### src/rtl/encrypt_v2_pkg.sv
// Shared definitions for the iterative PRESENT-80 engine: widths, round
// count, controller state encodings and the 4-bit S-box.
package encrypt_v2_pkg;

  localparam int unsigned N_K = 80;  // cipher key width
  localparam int unsigned N_B = 64;  // block width
  localparam int unsigned N_R = 31;  // full rounds before final whitening

  localparam logic [4:0] R_LAST = 5'(N_R);

  typedef logic [N_K-1:0] key_t;
  typedef logic [N_B-1:0] block_t;

  // Controller encodings, kept identical to the legacy header values.
  localparam logic [1:0] S_IDLE  = 2'd0;
  localparam logic [1:0] S_ROUND = 2'd1;
  localparam logic [1:0] S_FINAL = 2'd2;
  localparam logic [1:0] S_DONE  = 2'd3;

  function automatic logic [3:0] sbox(input logic [3:0] x);
    logic [3:0] y;
    case (x)
      4'h0: y = 4'hC;
      4'h1: y = 4'h5;
      4'h2: y = 4'h6;
      4'h3: y = 4'hB;
      4'h4: y = 4'h9;
      4'h5: y = 4'h0;
      4'h6: y = 4'hA;
      4'h7: y = 4'hD;
      4'h8: y = 4'h3;
      4'h9: y = 4'hE;
      4'hA: y = 4'hF;
      4'hB: y = 4'h8;
      4'hC: y = 4'h4;
      4'hD: y = 4'h7;
      4'hE: y = 4'h1;
      default: y = 4'h2;
    endcase
    return y;
  endfunction

endpackage

### src/rtl/encrypt_v2_if.sv
// Host-side bus of the encryption engine: 4-phase req/ack handshake plus
// key/plaintext inputs and ciphertext output.
//   master: drives req, k, m; observes ack, c (host)
//   slave : observes req, k, m; drives ack, c (engine)
interface encrypt_v2_if;
  import encrypt_v2_pkg::*;

  logic   req;
  logic   ack;
  key_t   k;
  block_t m;
  block_t c;

  modport master (output req, output k, output m, input ack, input c);
  modport slave  (input req, input k, input m, output ack, output c);

endinterface

### src/rtl/encrypt_v2_present_round.sv
// One PRESENT-80 round, purely combinational.
//   state_i/key_i : current cipher state and round key register
//   r_i           : round index (1..31) mixed into the key schedule
//   state_o       : pLayer(sBox(state_i ^ key_i[79:16]))
//   key_o         : next key register value
module present_round
  import encrypt_v2_pkg::*;
(
  input  block_t     state_i,
  input  key_t       key_i,
  input  logic [4:0] r_i,
  output block_t     state_o,
  output key_t       key_o
);

  block_t x;
  block_t s;
  key_t   rot;

  assign x = state_i ^ key_i[N_K-1 -: N_B];

  for (genvar g = 0; g < 16; g++) begin : g_sbox
    assign s[4*g +: 4] = sbox(x[4*g +: 4]);
  end

  // pLayer: bit i moves to 16*i mod 63; bit 63 stays put.
  for (genvar g = 0; g < 63; g++) begin : g_perm
    assign state_o[(16*g) % 63] = s[g];
  end
  assign state_o[63] = s[63];

  // Rotate left by 61, substitute the top nibble, inject the round index.
  assign rot   = {key_i[18:0], key_i[79:19]};
  assign key_o = {sbox(rot[79:76]), rot[75:20], rot[19:15] ^ r_i, rot[14:0]};

endmodule

### src/rtl/encrypt_v2.sv
// Iterative PRESENT-80 encryption engine: one round per clock under a small
// controller, 4-phase req/ack handshake to the host.
//   clk  : system clock, rising edge
//   rst  : asynchronous active-high reset
//   host : slave side of encrypt_v2_if (req/k/m in, ack/c out)
// Latency: ack rises on the 32nd rising edge after the capture edge.
module encrypt_v2
  import encrypt_v2_pkg::*;
(
  input  logic         clk,
  input  logic         rst,
  encrypt_v2_if.slave  host
);

  logic [1:0] fsm_q, fsm_d;
  logic [4:0] r_q, r_d;
  block_t     state_q, state_d;
  key_t       key_q, key_d;
  block_t     c_q, c_d;
  logic       ack_q, ack_d;

  block_t     rnd_state;
  key_t       rnd_key;

  present_round u_round (
    .state_i (state_q),
    .key_i   (key_q),
    .r_i     (r_q),
    .state_o (rnd_state),
    .key_o   (rnd_key)
  );

  always_comb begin
    fsm_d   = fsm_q;
    r_d     = r_q;
    state_d = state_q;
    key_d   = key_q;
    c_d     = c_q;
    ack_d   = ack_q;
    case (fsm_q)
      S_IDLE: begin
        if (host.req) begin
          state_d = host.m;
          key_d   = host.k;
          r_d     = 5'd1;
          fsm_d   = S_ROUND;
        end
      end
      S_ROUND: begin
        state_d = rnd_state;
        key_d   = rnd_key;
        // Counter saturates at the last round instead of wrapping.
        if (r_q == R_LAST) fsm_d = S_FINAL;
        else               r_d   = r_q + 5'd1;
      end
      S_FINAL: begin
        c_d   = state_q ^ key_q[N_K-1 -: N_B];
        ack_d = 1'b1;
        fsm_d = S_DONE;
      end
      S_DONE: begin
        if (!host.req) begin
          ack_d = 1'b0;
          fsm_d = S_IDLE;
        end
      end
      default: fsm_d = S_IDLE;
    endcase
  end

  always_ff @(posedge clk or posedge rst) begin
    if (rst) begin
      fsm_q   <= S_IDLE;
      r_q     <= '0;
      state_q <= '0;
      key_q   <= '0;
      c_q     <= '0;
      ack_q   <= 1'b0;
    end else begin
      fsm_q   <= fsm_d;
      r_q     <= r_d;
      state_q <= state_d;
      key_q   <= key_d;
      c_q     <= c_d;
      ack_q   <= ack_d;
    end
  end

  assign host.ack = ack_q;
  assign host.c   = c_q;

endmodule

### src/flat_wrapper.sv
// flat-port wrapper written by rule: the top's interface ports become plain ports
module encrypt_v2_flat import encrypt_v2_pkg::*;
  (clk, rst, host_req, host_k, host_m, host_ack, host_c);
  encrypt_v2_if host_i ();
  input  logic clk;
  input  logic rst;
  input wire logic [$bits(host_i.req)-1:0] host_req;
  input wire logic [$bits(host_i.k)-1:0] host_k;
  input wire logic [$bits(host_i.m)-1:0] host_m;
  output wire logic [$bits(host_i.ack)-1:0] host_ack;
  output wire logic [$bits(host_i.c)-1:0] host_c;
  assign host_i.req = host_req;
  assign host_i.k = host_k;
  assign host_i.m = host_m;
  assign host_ack = host_i.ack;
  assign host_c = host_i.c;
  encrypt_v2 u_core (.clk(clk), .rst(rst), .host(host_i));
endmodule
### config.mk
export PLATFORM = sky130hd
export DESIGN_NAME = encrypt_v2_flat
export DESIGN_NICKNAME = d
export VERILOG_FILES = /design/src/rtl/encrypt_v2_pkg.sv /design/src/rtl/encrypt_v2_if.sv /design/src/rtl/encrypt_v2_present_round.sv /design/src/rtl/encrypt_v2.sv /design/src/flat_wrapper.sv
export SDC_FILE = /design/constraint.sdc
export NUM_CORES = 1
export LEC_CHECK = 0
export CAP_MARGIN = 20
export CORE_AREA = 10 10 169 171
export CTS_CLUSTER_DIAMETER = 100
export DETAILED_ROUTE_END_ITERATION = 16
export DIE_AREA = 0 0 179 181
export PLACE_DENSITY = 0.89
export SLEW_MARGIN = 20
export SYNTH_ARGS = -nofsm -noshare
export SYNTH_HDL_FRONTEND = slang
export SYNTH_HIERARCHICAL = 1
export SYNTH_SLANG_ARGS = --single-unit
### constraint.sdc
create_clock -name clk -period 8.2 [get_ports clk]
set_input_delay 1.64 -clock clk [delete_from_list [all_inputs] [get_ports clk]]
set_output_delay 1.64 -clock clk [all_outputs]
set_load 0.05 [all_outputs]
Word level (Yosys, flattened, before mapping)
Memory sizes are Yosys's and may differ from the RTL's. Index checks and enable logic that the tools add are counted.

Memories kept: 17. Logic and storage cells: 54. ROM bits: 1088. Register bits after elaboration: 216.

Memory list: (name not given) (depth 16, bits a word 4, rd ports 1, clocked after Yosys merged registers in 0, write ports 0, line encrypt_v2_pkg.sv:22) `case (x)`; (name not given) (depth 16, bits a word 4, rd ports 1, clocked after Yosys merged registers in 0, write ports 0, line encrypt_v2_pkg.sv:22); (name not given) (depth 16, bits a word 4, rd ports 1, clocked after Yosys merged registers in 0, write ports 0, line encrypt_v2_pkg.sv:22); (name not given) (depth 16, bits a word 4, rd ports 1, clocked after Yosys merged registers in 0, write ports 0, line encrypt_v2_pkg.sv:22); (name not given) (depth 16, bits a word 4, rd ports 1, clocked after Yosys merged registers in 0, write ports 0, line encrypt_v2_pkg.sv:22); (name not given) (depth 16, bits a word 4, rd ports 1, clocked after Yosys merged registers in 0, write ports 0, line encrypt_v2_pkg.sv:22); 11 more memories.

Add/sub/neg operators: 1. Mux-type cells: 13. Equality and inequality tests: 8. Reduce and logical (&&, ||, !) cells: 7. Bitwise operators: 2.

Operators by type and width (count): 80-bit one-hot mux with 2 select lines (1); 64-bit one-hot mux with 2 select lines (1); 80-bit 2-to-1 mux (1); 64-bit 2-to-1 mux (1); 64-bit bitwise XOR (1); 5-bit 2-to-1 mux (2); 5-bit one-hot mux with 2 select lines (1); 2-bit one-hot mux with 4 select lines (1); 2-bit 2-to-1 mux (3); 2-bit != test, second input constant (3); 3-bit AND reduction (2); 5-bit by 1-bit adder with 5-bit output, second input constant (1); 5-bit equality test, second input constant (1); 5-bit bitwise XOR (1); 2-bit equality test, second input constant (2); 2-bit AND reduction (2); 2-bit nonzero test (2); 2-bit by 1-bit equality test with 1-bit output, second input constant (1); 2-bit zero test (1); 2-bit by 1-bit != test with 1-bit output, second input constant (1); 1-bit one-hot mux with 2 select lines (1); 1-bit 2-to-1 mux (1).

Depth between registers and ports, before layout
Gate-level depths: netlist (run 1).

Depth in word-level cells: 3. Gate-level depth with buffers: 9. Mapped depth without buffers: 7.

Cells and area by module
The synthesis (run 1) kept the hierarchy.

By module, submodules not included: encrypt_v2 (sequential area each 5405.2 um^2, times used 1, area an instance 9863.2 um^2, cells each 953); present_round (sequential area each 0.0 um^2, times used 1, area an instance 3857.4 um^2, cells each 418).

Least setup slack after synthesis (run 1)
No wires, ideal clock.

Path type: input to register. Start point: in host_req. End point: reg u_core.key_q[35]. Cell stages on the path: 6. Buffers on the path: 3. Setup slack: 5.596 ns. Library setup time: 0.083 ns. Data required time: 8.117 ns. Data arrival time: 2.521 ns. Path through: mux2i_1 -> buf_2 -> buf_2 -> buf_2 -> nand2_1 -> o21ai_0.

Longest elaborated chain between the ends: 2.

Ends and longest elaborated chain: start, declared (line flat_wrapper.sv:7) `input wire logic [$bits(host_i.req)-1:0] host_req;`; 2-bit != test (no source line); 2-bit AND reduction (no source line); end signal, assigned (line encrypt_v2.sv:83) `key_q <= key_d;`; end, declared (line encrypt_v2.sv:18) `key_t key_q, key_d;`.

Every way passes these cells. A chain may end at the register's enable or synchronous reset.

Final worst setup path (run 1)
Start point: reg u_core.c_q[0] (netlist: u_core/host.c[0]). End point: out host_c[0].

RTL lines: start, declared (line encrypt_v2.sv:19) `block_t c_q, c_d;`; start signal, assigned (line encrypt_v2.sv:77) `c_q <= '0;`; start signal, assigned (line encrypt_v2.sv:84) `c_q <= c_d;`; end, declared (line flat_wrapper.sv:11) `output wire logic [$bits(host_i.c)-1:0] host_c;`.

No word-level cell between the ends.

==> run_results.csv, run 1 <==
group,metric,value,unit
setup_path,path_cells,"clkdlybuf4s50_1",
setup_path,r2r_cells,5,
placed_design,gp_congestion,0.9292,
worst_hold_path,worstHoldPathCells,2,
global_route,grt_max_degree,293,
setup_path,max_stage_delay,0.83,ns
setup_path,start_kind,"flop",
global_route,grt_pass1_wl,60940,um
yosys,synth_cell_types,46,
setup_path,path_class,"flop to output port",
routing,first_pass_iters,5,
cells_and_area,num_antenna_cells,0,
cts,clk_path_buf_depth,3,
die,io-pin-count,212,
cts,htreeDepth,1,
setup_path,cp.required,6.56,ns
setup_path,critPathTopFamily,"buffers and inverters",
timing,final_hold_viol_count,0,
run_status,status,"finished, final reports clean",
timing,setup_viol,0,
setup_path,r2r_slack,5.10,ns
yosys,synth_area_leaders,"dfrtp_1 39%, mux2i_1 14%, xnor2_1 7.0%",
die,coreArea,25040,sq um
placed_design,hpwl,29870,um
worst_hold_path,hold_class,"flop to flop",
global_route,gr-total-overflow,0,
yosys,avgSynthCellArea,10.01,sq um
yosys,synth_nets,1578,
timing,worstMarginPinSlew,1.045,ns
cts,root_buffer,"clkbuf_16",
flow_run,drv_cap,0,
cts,cts_sinks,216,
setup_path,end_kind,"output port",
timing,fin_crit_sh,41.38,%
cts,cts_hold_buffers,0,
die,die_x,179,um
cells_and_area,syn_to_final_growth,19.27,%
setup_path,critical_path_arrival,1.75,ns
timing,rsz0062_at_grt,"no",
cells_and_area,nFillCells,1852,
global_route,track_usage,24.33,%
cells_and_area,fin_area,16360,sq um
cts,clkTransAtPathRegs,0.06,ns
timing,slew_viol_final,0,
routing,wire_per_inst,22.03,um
die,initial_core_util,54.80,%
die,die_area,32400,sq um
die,die_h,181,um
setup_path,cp_num_buf_inv,1,
placed_design,place_area,15510,sq um
cts,cts_buffers,24,
timing,hold_slack,0.4886,ns
cts,cts_tree,"yes",
timing,skew,0.02095,ns
global_route,first_global_vias,10620,
setup_path,path_depth,1,
yosys,synthDominantCellAreaShare,39.39,%
cts,clkLatencyLatePin,0.53,ns
worst_hold_path,hold_path_end,"u_core/key_q[9]$_DFFE_PP0P_",
setup_path,reg2reg_from,"u_core/fsm_q[1]$_DFFE_PP0P_",
yosys,synth-seq-cells,216,
setup_path,rr_endpoint,"u_core/key_q[32]$_DFFE_PP0P_",
yosys,yosysWarnings,6,
routing,drc_errors,0,
routing,drtIter0Drc,1075,
cells_and_area,drive_gt1_share,6.028,%
routing,ant_nets,0,
cells_and_area,layoutNonFillerInstCount,1823,
global_route,antenna_found_initial,0,
routing,via_per_inst,5.756,
timing,tns,0,ns
setup_path,cp_max_fo,2,
die,fp-row-count,58,
worst_hold_path,worstHoldStart,"u_core/key_q[9]$_DFFE_PP0P_",
routing,drt-total-wl,40160,um
placed_design,post-place-cells,1779,
yosys,ys_seq_area_share,39.39,%
placed_design,port_buffers,211,
cells_and_area,fin_nets,1682,
timing,slew_headroom,30.35,%
cts,postCtsSetupBuffers,0,
yosys,synth_area_leader_cell,"dfrtp_1",
yosys,synth_area,13720,sq um
setup_path,cpMaxStageDelayCell,"clkdlybuf4s50_1",
yosys,syn_inst,1371,
cts,cts_resized,0,
routing,vias,10490,
timing,layout_min_cycle_time,3.393,ns
timing,clock.fmax,294.7,MHz
synth_stat cells (all sizes together):
| library cell | instances |
|---|---|
| a211o | 1 |
| a21oi | 65 |
| a221o | 1 |
| a22oi | 1 |
| a2bb2oi | 2 |
| a311oi | 1 |
| a32oi | 2 |
| and2 | 1 |
| and3 | 2 |
| buf | 103 |
| clkbuf | 35 |
| dfrtp | 216 |
| ha | 60 |
| inv | 70 |
| mux2 | 3 |
| mux2i | 192 |
| mux4 | 19 |
| nand2 | 151 |
| nand2b | 1 |
| nand3 | 19 |
| nand4b | 1 |
| nor2 | 67 |
| nor2b | 2 |
| nor3 | 2 |
| nor3b | 1 |
| nor4bb | 1 |
| o211ai | 15 |
| o21a | 2 |
| o21ai | 164 |
| o221a | 15 |
| o32ai | 1 |
| o41ai | 1 |
| or3 | 1 |
| or4 | 1 |
| xnor2 | 114 |
| xor2 | 38 |
flip-flops by register name, indices dropped and copies added, names as in the netlist:
name             count
u_core/r_q           5
u_core/host.ack      1
u_core/key_q        80
u_core/host.c       64
u_core/state_q      64
u_core/fsm_q         2
layout make-up:
class	count	area (sq um)	area share (%)
multi-input cells	947	7259	44.36
clock buffers	38	764.5	4.672
well taps	330	412.9	2.523
repair buffers	216	2166	13.24
flip-flops and latches	216	5405	33.03
clock inverters	6	86.33	0.5276
inverters	70	270.3	1.652
cells in the final DEF (no fill, tap or decap), types with 2 or more instances in the layout:
cell / count
nor2_1: 67
a32oi_1: 2
buf_4: 3
bufinv_16: 2
ha_1: 58
o211ai_1: 15
xor2_2: 15
clkinv_2: 2
clkbuf_8: 9
mux4_2: 4
clkbuf_16: 25
dfrtp_1: 216
ha_4: 2
mux4_1: 15
xnor2_1: 109
xnor2_2: 5
nand2_1: 151
o221a_1: 3
and3_1: 2
inv_1: 68
o21ai_0: 164
nand3_1: 19
xor2_1: 22
mux2i_1: 191
nor3_1: 2
clkdlybuf4s50_1: 211
nor2b_1: 2
mux2_2: 3
clkbuf_1: 4
o21a_1: 2
a21oi_1: 65
a2bb2oi_1: 2
o221a_2: 12
metal layers:
layer / wire length, um / global-route usage, %
met5: 0 / 0
met4: 2069 / 12.27
met3: 3492 / 5.859
met2: 19270 / 39.43
met1: 15330 / 29.45
worst register-to-register path, delay by kind of cell, from the launching register on:
kind	cells	cell delay, ns
compound gates	1	0.13
mux	1	0.50
buf+inv	2	1.03
flops	1	0.43
fa+ha+maj	1	0.85
through the flow:
stage	utilization (%)	setup WS (ns)
floorplan	-	0.6524
global placement	61.95	4.235
detailed placement	61.95	4.181
CTS	65.35	4.736
global route	65.36	4.758
finish	65.36	4.807
logic make-up (layout without fill, tap and decap cells):
kind of cell | after synthesis | count (layout) | synth area share [%]
flip-flops | 216 | 216 | 39.39
multiplexers | 214 | 214 | 17.78
buffers and inverters | 208 | 330 | 7.970
adder cells (fa/ha/maj) | 60 | 60 | 5.471
AO/OA/AOI/OAI | 271 | 271 | 11.15
XOR/XNOR | 152 | 152 | 10.93
AND/OR/NAND/NOR | 250 | 250 | 7.295
worst max path at each step:
stage                                       from                      endpoint
floorplan                                    rst   u_core/fsm_q[0]$_DFFE_PP0P_
global placement                             rst  u_core/host.c[4]$_DFFE_PP0P_
detailed placement                           rst  u_core/host.c[4]$_DFFE_PP0P_
CTS                                          rst  u_core/key_q[43]$_DFFE_PP0P_
global route         u_core/host.ack$_DFFE_PP0P_                      host_ack
finish              u_core/host.c[0]$_DFFE_PP0P_                     host_c[0]
Power of run 1 is not shown: default switching activity piles up to over one toggle a cycle in this logic, so the estimate is an artifact.
==> inputs of run 2 (changes only) <==
--- a/config.mk
+++ b/config.mk
@@ -6,11 +6,11 @@
 export NUM_CORES = 1
 export LEC_CHECK = 0
 export CAP_MARGIN = 20
-export CORE_AREA = 10 10 169 171
+export CORE_AREA = 10 10 177 179
 export CTS_CLUSTER_DIAMETER = 100
 export DETAILED_ROUTE_END_ITERATION = 16
-export DIE_AREA = 0 0 179 181
-export PLACE_DENSITY = 0.89
+export DIE_AREA = 0 0 187 189
+export PLACE_DENSITY = 0.85
 export SLEW_MARGIN = 20
 export SYNTH_ARGS = -nofsm -noshare
 export SYNTH_HDL_FRONTEND = slang
==> constraint.sdc (replaced) <==
create_clock -name clk -period 3.1 [get_ports clk]
set_input_delay 0.62 -clock clk [delete_from_list [all_inputs] [get_ports clk]]
set_output_delay 0.62 -clock clk [all_outputs]
set_load 0.05 [all_outputs]
==> run 2 against run 1 <==
Effect of this change:
- non-clock buffer count rose by 5
- register-to-register slack worse by 4.4 ns
- cell area grew 1.1%
- clock skew decreased by 0.0094 ns
==> run_results.csv, run 2 (synthesis gave the netlist of run 1 again) <==
group,metric,value,unit
run_status,status,"finished, final reports clean",
timing,worstMarginPinSlew,0.6768,ns
cts,cts_sinks,216,
die,initial_core_util,49.66,%
setup_path,max_stage_delay,0.52,ns
cts,clkTransAtPathRegs,0.06,ns
setup_path,cpMaxStageDelayCell,"dfrtp_1",
global_route,track_usage,21.83,%
routing,vias,10450,
cts,cts_resized,0,
cts,clk_path_buf_depth,3,
setup_path,path_class,"flop to flop",
cts,clkLatencyLatePin,0.53,ns
cells_and_area,syn_to_final_growth,20.58,%
setup_path,cp_num_buf_inv,1,
die,die_x,187,um
die,io-pin-count,212,
global_route,antenna_found_initial,3,
routing,ant_nets,0,
routing,drtIter0Drc,912,
setup_path,critPathTopFamily,"multiplexers",
timing,slew_headroom,54.88,%
timing,final_hold_viol_count,0,
cells_and_area,largest_reg_flops,80,
die,coreArea,27630,sq um
global_route,grt_pass1_wl,60450,um
timing,setup_viol,0,
die,die_area,35340,sq um
cells_and_area,final_cell_mix,"216 x dfrtp_1, 211 x clkdlybuf4s50_1, 191 x mux2i_1",
routing,first_pass_iters,6,
worst_hold_path,hold_class,"flop to flop",
setup_path,critical_path_arrival,2.79,ns
timing,skew,0.01159,ns
timing,setup_slack,0.6900,ns
routing,wire_per_inst,21.53,um
cts,cts_hold_buffers,0,
cells_and_area,drive_gt1_share,6.471,%
setup_path,crit_start,"u_core/key_q[33]$_DFFE_PP0P_",
routing,via_per_inst,5.567,
cts,cts_tree,"yes",
cts,root_buffer,"clkbuf_16",
routing,drc_errors,0,
setup_path,start_kind,"flop",
setup_path,path_cells,"xnor2_1 > inv_1 > ha_1 > mux4_1 > mux2i_1 > o21ai_0",
worst_hold_path,worstHoldStart,"u_core/key_q[4]$_DFFE_PP0P_",
setup_path,cp_max_fo,4,
cells_and_area,fin_nets,1688,
placed_design,port_buffers,211,
routing,drt-total-wl,40430,um
placed_design,gp_congestion,0.8955,
setup_path,end_kind,"flop",
cells_and_area,largest-register,"u_core/key_q",
placed_design,dp_slack,0.6888,ns
global_route,first_global_vias,10580,
setup_path,cp.required,3.48,ns
setup_path,reg2reg_from,"u_core/key_q[33]$_DFFE_PP0P_",
die,fp-row-count,61,
placed_design,hpwl,31010,um
cts,cts_buffers,25,
die,die_h,189,um
flow_run,drv_cap,0,
cells_and_area,fin_util,59.88,%
cts,htreeDepth,1,
timing,layout_min_cycle_time,2.410,ns
cells_and_area,final_common_cell,"dfrtp_1",
timing,rsz0062_at_grt,"no",
timing,tns,0,ns
cts,postCtsSetupBuffers,0,
global_route,grt_max_degree,158,
timing,fin_crit_sh,77.74,%
timing,clock.fmax,414.9,MHz
global_route,gr-total-overflow,0,
cells_and_area,nFillCells,2257,
timing,slew_viol_final,0,
[run 2: cell count changes in the layout (fill, tap and decap cells not counted), sizes merged]
cell      delta
buf          +5
bufinv       +1
clkbuf       -4
clkinv       +2
clkinvlp     +1
diode        +1
inv          +1
[run 2: worst paths after layout]
| path | to | slack [ns] | cells past startpoint |
|---|---|---|---|
| worst max-delay path | u_core/state_q[36]$_DFFE_PP0P_ | 0.69 | 6 |
| worst min-delay path | u_core/key_q[4]$_DFFE_PP0P_ | 0.48 | 2 |
| worst max register to register | u_core/state_q[36]$_DFFE_PP0P_ | 0.69 | 6 |
| worst min register to register | u_core/key_q[4]$_DFFE_PP0P_ | 0.48 | 2 |
| max in group asynchronous | u_core/host.c[3]$_DFFE_PP0P_ | 1.94 | 3 |
| min in group asynchronous | u_core/key_q[58]$_DFFE_PP0P_ | 0.62 | 3 |
[run 2: layer usage]
metal	global-route usage (%)	wire (um)	vias up
met2	36.95	19510	415
met4	10.27	1875	6
li1	-	-	4860
met1	26.16	15960	5079
met5	0	41	-
met3	4.576	3045	94
[run 2: layout make-up]
| type | count | area [sq um] | area share, % |
|---|---|---|---|
| multi-input combinational | 947 | 7259 | 43.88 |
| antenna | 1 | 2.502 | 0.01513 |
| tap | 378 | 473.0 | 2.859 |
| clock buffer | 34 | 719.4 | 4.348 |
| sequential | 216 | 5405 | 32.67 |
| timing repair buffer | 221 | 2275 | 13.75 |
| inverter | 70 | 266.5 | 1.611 |
| clock inverter | 11 | 143.9 | 0.8697 |
[run 2: stage by stage]
| stage | hold WS (ns) | cells | instance area, sq um |
|---|---|---|---|
| CTS | 0.4915 | 1877 | 16540 |
| global placement | 0.4636 | 1832 | 15680 |
| finish | 0.4845 | 1878 | 16540 |
| global route | 0.5245 | 1877 | 16540 |
| detailed placement | 0.4764 | 1832 | 15680 |
| floorplan | 0.4510 | 1371 | 13720 |
[run 2: worst register-to-register path, cell delays in order (launching register included)]
cell	delay (ns)
dfrtp_1	0.52
xnor2_1	0.43
inv_1	0.15
ha_1	0.32
mux4_1	0.50
mux2i_1	0.24
o21ai_0	0.11
Power of run 2 is left out for the same reason.
